**src/rtl/fa_serial_ctrl_pkg.sv**
```systemverilog
// Shared types for the bit-serial full-adder sequencer.
package fa_ctrl_pkg;

   typedef enum logic [1:0] {
      IDLE = 2'd0,
      RUN  = 2'd1,
      DONE = 2'd2
   } fa_state_e;

   // Bit-index width; a 1-bit operand still needs a 1-bit index register.
   function automatic int idx_width(input int w);
      return (w <= 1) ? 1 : $clog2(w);
   endfunction

endpackage

```
**src/rtl/fa_serial_ctrl_if.sv**
```systemverilog
// Request/result bundle between the bus side and the serial-add sequencer.
interface fa_serial_ctrl_if #(
   parameter int WIDTH = 8
);
   logic             start;
   logic [WIDTH-1:0] a_in;
   logic [WIDTH-1:0] b_in;
   logic             cin_in;
   logic             busy;
   logic             done;
   logic [WIDTH-1:0] sum_out;
   logic             cout;

   modport master (
      output start, a_in, b_in, cin_in,
      input  busy, done, sum_out, cout
   );

   modport slave (
      input  start, a_in, b_in, cin_in,
      output busy, done, sum_out, cout
   );
endinterface

```
**src/rtl/fa_serial_ctrl_full_adder.sv**
```systemverilog
// One-bit combinational full-adder cell; outputs are held low while rst is high.
module full_adder (
   input  logic rst,
   input  logic a,
   input  logic b,
   input  logic cin,
   output logic sum,
   output logic cout
);
   assign sum  = !rst & (a ^ b ^ cin);
   assign cout = !rst & ((a & b) | (cin & (a ^ b)));
endmodule

```
**src/rtl/fa_serial_ctrl.sv**
```systemverilog
// Bit-serial add sequencer: walks one full_adder cell across WIDTH operand bits, LSB first.
//   state | meaning
//   IDLE  | waiting for start; last result held on sum_out/cout
//   RUN   | one operand bit per clock through u_fa, carry recirculated
//   DONE  | result valid, done pulsed; start here begins the next add
module fa_serial_ctrl #(
   parameter int WIDTH = 8
) (
   input  logic               clk,
   input  logic               rst,
   fa_serial_ctrl_if.slave    bus
);
   import fa_ctrl_pkg::*;

   localparam int            IW       = idx_width(WIDTH);
   localparam logic [IW-1:0] IDX_LAST = IW'(WIDTH - 1);

   fa_state_e        state;
   fa_state_e        state_nxt;
   logic [IW-1:0]    idx;
   logic [WIDTH-1:0] a_reg;
   logic [WIDTH-1:0] b_reg;
   logic [WIDTH-1:0] sum_reg;
   logic             carry_reg;
   logic             load;
   logic             fa_a;
   logic             fa_b;
   logic             fa_cin;
   logic             fa_sum;
   logic             fa_cout;

   always_ff @(posedge clk) begin
      if (!rst) state <= IDLE;
      else      state <= state_nxt;
   end

   always_comb begin
      state_nxt = state;
      unique case (state)
         IDLE:    if (bus.start) state_nxt = RUN;
         RUN:     if (idx == IDX_LAST) state_nxt = DONE;
         DONE:    state_nxt = bus.start ? RUN : IDLE;
         default: state_nxt = IDLE;
      endcase
   end

   always_comb begin
      bus.busy = (state == RUN);
      bus.done = (state == DONE);
      load     = bus.start && ((state == IDLE) || (state == DONE));
      fa_a     = 1'b0;
      fa_b     = 1'b0;
      fa_cin   = 1'b0;
      // Mask-select rather than part-select so WIDTH=1 indexes cleanly.
      if (state == RUN) begin
         fa_a   = |(a_reg & (WIDTH'(1) << idx));
         fa_b   = |(b_reg & (WIDTH'(1) << idx));
         fa_cin = carry_reg;
      end
   end

   always_ff @(posedge clk) begin
      if (!rst) begin
         idx       <= '0;
         a_reg     <= '0;
         b_reg     <= '0;
         sum_reg   <= '0;
         carry_reg <= 1'b0;
      end else if (load) begin
         idx       <= '0;
         a_reg     <= bus.a_in;
         b_reg     <= bus.b_in;
         sum_reg   <= '0;
         carry_reg <= bus.cin_in;
      end else if (state == RUN) begin
         // sum_reg was cleared on load, so OR-ing in each bit is sufficient.
         sum_reg   <= sum_reg | (WIDTH'(fa_sum) << idx);
         carry_reg <= fa_cout;
         if (idx != IDX_LAST) idx <= idx + IW'(1);
      end
   end

   assign bus.sum_out = sum_reg;
   assign bus.cout    = carry_reg;

   full_adder u_fa (
      .rst  (!rst),
      .a    (fa_a),
      .b    (fa_b),
      .cin  (fa_cin),
      .sum  (fa_sum),
      .cout (fa_cout)
   );

endmodule

```
**src/flat_wrapper.sv**
```systemverilog
// flat-port wrapper written by rule: the top's interface ports become plain ports
module fa_serial_ctrl_flat import fa_ctrl_pkg::*;
#(
   parameter int WIDTH = 8
)
  (clk, rst, bus_start, bus_a_in, bus_b_in, bus_cin_in, bus_busy, bus_done, bus_sum_out, bus_cout);
  fa_serial_ctrl_if #(.WIDTH(WIDTH)) bus_i ();
  input  logic clk;
  input  logic rst;
  input wire logic [$bits(bus_i.start)-1:0] bus_start;
  input wire logic [$bits(bus_i.a_in)-1:0] bus_a_in;
  input wire logic [$bits(bus_i.b_in)-1:0] bus_b_in;
  input wire logic [$bits(bus_i.cin_in)-1:0] bus_cin_in;
  output wire logic [$bits(bus_i.busy)-1:0] bus_busy;
  output wire logic [$bits(bus_i.done)-1:0] bus_done;
  output wire logic [$bits(bus_i.sum_out)-1:0] bus_sum_out;
  output wire logic [$bits(bus_i.cout)-1:0] bus_cout;
  assign bus_i.start = bus_start;
  assign bus_i.a_in = bus_a_in;
  assign bus_i.b_in = bus_b_in;
  assign bus_i.cin_in = bus_cin_in;
  assign bus_busy = bus_i.busy;
  assign bus_done = bus_i.done;
  assign bus_sum_out = bus_i.sum_out;
  assign bus_cout = bus_i.cout;
  fa_serial_ctrl #(.WIDTH(WIDTH)) u_core (.clk(clk), .rst(rst), .bus(bus_i));
endmodule
```
**config.mk**
```make
export PLATFORM = sky130hd
export DESIGN_NAME = fa_serial_ctrl_flat
export DESIGN_NICKNAME = d
export VERILOG_FILES = /design/src/rtl/fa_serial_ctrl_pkg.sv /design/src/rtl/fa_serial_ctrl_if.sv /design/src/rtl/fa_serial_ctrl_full_adder.sv /design/src/rtl/fa_serial_ctrl.sv /design/src/flat_wrapper.sv
export SDC_FILE = /design/constraint.sdc
export NUM_CORES = 1
export LEC_CHECK = 0
export CAP_MARGIN = 20
export CORE_MARGIN = 2
export CORE_UTILIZATION = 52
export CTS_CLUSTER_DIAMETER = 120
export DETAILED_ROUTE_END_ITERATION = 12
export HOLD_SLACK_MARGIN = 0.03
export PLACE_DENSITY = 0.85
export SLEW_MARGIN = 20
export SYNTH_ARGS = -nofsm -noshare
export SYNTH_HDL_FRONTEND = slang
export SYNTH_HIERARCHICAL = 1
export SYNTH_SLANG_ARGS = --single-unit
```
**constraint.sdc**
```tcl
create_clock -name clk -period 6 [get_ports clk]
set_input_delay 0.9 -clock clk [delete_from_list [all_inputs] [get_ports clk]]
set_output_delay 0.9 -clock clk [all_outputs]
set_load 0.02 [all_outputs]
```
==> impl_results.md <==
* Post-Syn Area at 0.00130 mm2
* Synth cell types at 25
* RePlAce Congestion at 0.820
* Final #Nets at 211
* Hold WC Path Type: flop to flop
* Setup bufs post-CTS at 0
* Worst r2r path cells at 10
* Status: completed
* ANT cells at 0
* Vias in the first global route at 1086
* Critical Path Fanout Max at 8
* Routed vias at 1134
* Pin count of the biggest net entering global routing at 21
* Synth Net Count at 181
* Max Clock Freq at 0.374 GHz
* R2R Path Start: u_core/idx[0]$_SDFFE_PP0P_
* CTS resizes at 0
* Die ar. at 0.00292 mm2
* Std-Cell Rows at 18
* Total grt overflow at 0
* Sw Ratio at 26.2%
* Initial antenna violation count at 0
* Worst-Skew Late Latency at 0.33 ns
* CP required at 6.26 ns
* TritonCTS clock tree: built
* Clk slew on worst S/H paths at 0.09 ns
* CP arrival at 2.93 ns
* Fin crit period at 2.67 ns
* Clock Power Share at 31.8%
* Slew headroom at 32.6%
* Synth area leader: dfxtp_1
* # fillers at 200
* Share of the synthesized area in the top cell type at 46.1%
* Die height at 54.1 um
* CTS Root Buffer Type: clkbuf_4
* NetSw at 0.103 mW
* DRT Pass-1 Iters at 4
* Post-Route Skew at 0.00519 ns
* GRT Total Usage at 22.1%
* Pins Over Slew Limit at 0
* Antenna viol nets, final at 0
* Longest Clk Path Bufs at 2
* Layout cell share with drive strength beyond 1 at 5.95%
* I/O pin cnt at 31
* Number of synthesized flops with an enable pin at 0
* TritonCTS Sinks at 30
* CP startpoint kind: flop
* P_int at 0.290 mW
* Num CTS Buffers at 5
* Slew at the pin with the worst max-slew slack at 1.01 ns
* Combinational power share at 13.5%
* Hold_buf cts at 0
* DRC at 0
* Final wirelength at 2820 um
* Commonest non-fill, non-tap cell in the layout: nand2_1
* First-pass GRT wire length at 4570 um
* Most frequent cells in the layout: nand2_1, clkdlybuf4s50_1, dfxtp_1
* Yosys warning count at 6
* Register area share after synthesis at 46.1%
* Tcrit/Tclk final at 44.5%
* Share of power burned in registers at 54.7%
* CP endpoint kind: flop
* Worst Setup EP: u_core/bus.sum_out[2]$_SDFFE_PP0N_
* Routed wire per std cell at 13.1 um
* Crit Path Category: flop to flop
* Hold Crit Depth at 2
* Synth Area per Inst at 8.47 um2
* # port buffers at 30
* Reg2Reg Setup Slack at 3.33 ns
* H-tree Lvls at 2
* Synth Flop Type: dfxtp_1
* Setup TNS Final at 0 ns
* Worst vdd ir at 0.162 mV
* Vias per cell at 5.27
* Initial Utilization at 53.6%
* Crit path launch: u_core/idx[0]$_SDFFE_PP0P_
* Die Wd at 54.1 um
* #FFs+latches synth at 30
* Total power at 0.393 mW
* 1st-iter DRT viols at 13
* Core box area at 0.00243 mm2
* Top cells by area, synth: dfxtp_1, nand2_1, a21oi_1
* RSZ-0062 raised after global routing: false
* Final Hold Fails at 0
* Syn Inst Count at 154
* Power per cell area at 237 mW/mm2
* Ys async rst share at 0%
* HPWL after detailed placement at 2040 um
* Setup-failing EPs final at 0
* Maxcap violations at 0
* Leak at 0.634 nW
* Area grow syn2layout at 27.5%
* RR Endpoint: u_core/bus.sum_out[2]$_SDFFE_PP0N_
## layout make-up
cell class,count,area (um2),area share (%)
inverter,5,18.8,1.13
clock buffer,7,55.1,3.31
tap,30,37.5,2.26
timing repair buffer,30,300,18.1
sequential,30,601,36.1
multi-input combinational,112,646,38.8
clock inverter,1,5.00,0.301
## metrics by stage
| step | util (%) | setup slack [ns] | hold slack, ns | std cells | instance area (um2) |
|---|---|---|---|---|---|
| detailed placement | 65.9 | 3.36 | 0.453 | 207 | 1600 |
| global route | 68.4 | 3.09 | 0.482 | 215 | 1660 |
| global placement | 65.9 | 3.42 | 0.446 | 207 | 1600 |
| CTS | 68.4 | 3.33 | 0.465 | 215 | 1660 |
| finish | 68.4 | 3.33 | 0.468 | 215 | 1660 |
| floorplan | - | 3.68 | 0.436 | 154 | 1300 |
## per-layer routing
metal	share of wire, %	global-route usage [%]	vias to the layer above
met5	0	0	-
met4	1.5	7.50	0
met3	4.3	7.50	4
met2	46	37.8	24
met1	48	25.7	529
li1	-	-	577
## worst min path at each step
| stage | end | slack (ns) | start |
|---|---|---|---|
| after floorplan | u_core/a_reg[1]$_SDFFE_PN0P_ | 0.44 | u_core/a_reg[1]$_SDFFE_PN0P_ |
| after detailed placement | u_core/a_reg[5]$_SDFFE_PN0P_ | 0.45 | u_core/a_reg[5]$_SDFFE_PN0P_ |
| after global placement | u_core/b_reg[1]$_SDFFE_PN0P_ | 0.45 | u_core/b_reg[1]$_SDFFE_PN0P_ |
| after global routing | u_core/a_reg[1]$_SDFFE_PN0P_ | 0.48 | u_core/a_reg[1]$_SDFFE_PN0P_ |
| after CTS | u_core/b_reg[5]$_SDFFE_PN0P_ | 0.47 | u_core/b_reg[5]$_SDFFE_PN0P_ |
| final | u_core/a_reg[5]$_SDFFE_PN0P_ | 0.47 | u_core/a_reg[5]$_SDFFE_PN0P_ |
## critical path, cell delays in order, from the launching register on
cell     delay [ns]
dfxtp_1        0.49
inv_1          0.12
ha_1           0.26
a22oi_1        0.20
a32o_1         0.19
a21oi_1        0.08
fa_1           0.54
nor2b_1        0.22
nor3b_1        0.28
a31oi_1        0.12
nor2_1         0.10
## synthesized netlist by cell type (all sizes together) (2+ instances only)
| cell type | instances |
|---|---|
| and3b | 2 |
| a31oi | 4 |
| nand2 | 37 |
| and3 | 2 |
| a22oi | 6 |
| a32o | 2 |
| inv | 5 |
| nand2b | 2 |
| dfxtp | 30 |
| nor2b | 4 |
| buf | 6 |
| ha | 6 |
| a21oi | 24 |
| nor3b | 3 |
| nor2 | 14 |
## cell families (layout without fill, tap and decap cells)
logic type | count (synthesis) | count (layout) | synth area share, %
simple gates | 65 | 65 | 22.9
compound gates | 38 | 38 | 17.9
flops | 30 | 30 | 46.1
buf+inv | 12 | 43 | 4.41
fa+ha+maj | 7 | 7 | 7.29
xor+xnor | 1 | 1 | 0.672
mux | 1 | 1 | 0.768
## power by group through the flow
stage	Combinational, mW	Sequential [mW]	Clock [mW]
final	0.0530	0.215	0.125
after global routing	0.0580	0.217	0.138
after CTS	0.0529	0.215	0.127
after detailed placement	0.0526	0.220	0
after global placement	0.0508	0.219	0
after floorplan	0.0336	0.218	0
No activity file was read; power rests on OpenSTA's default activity.
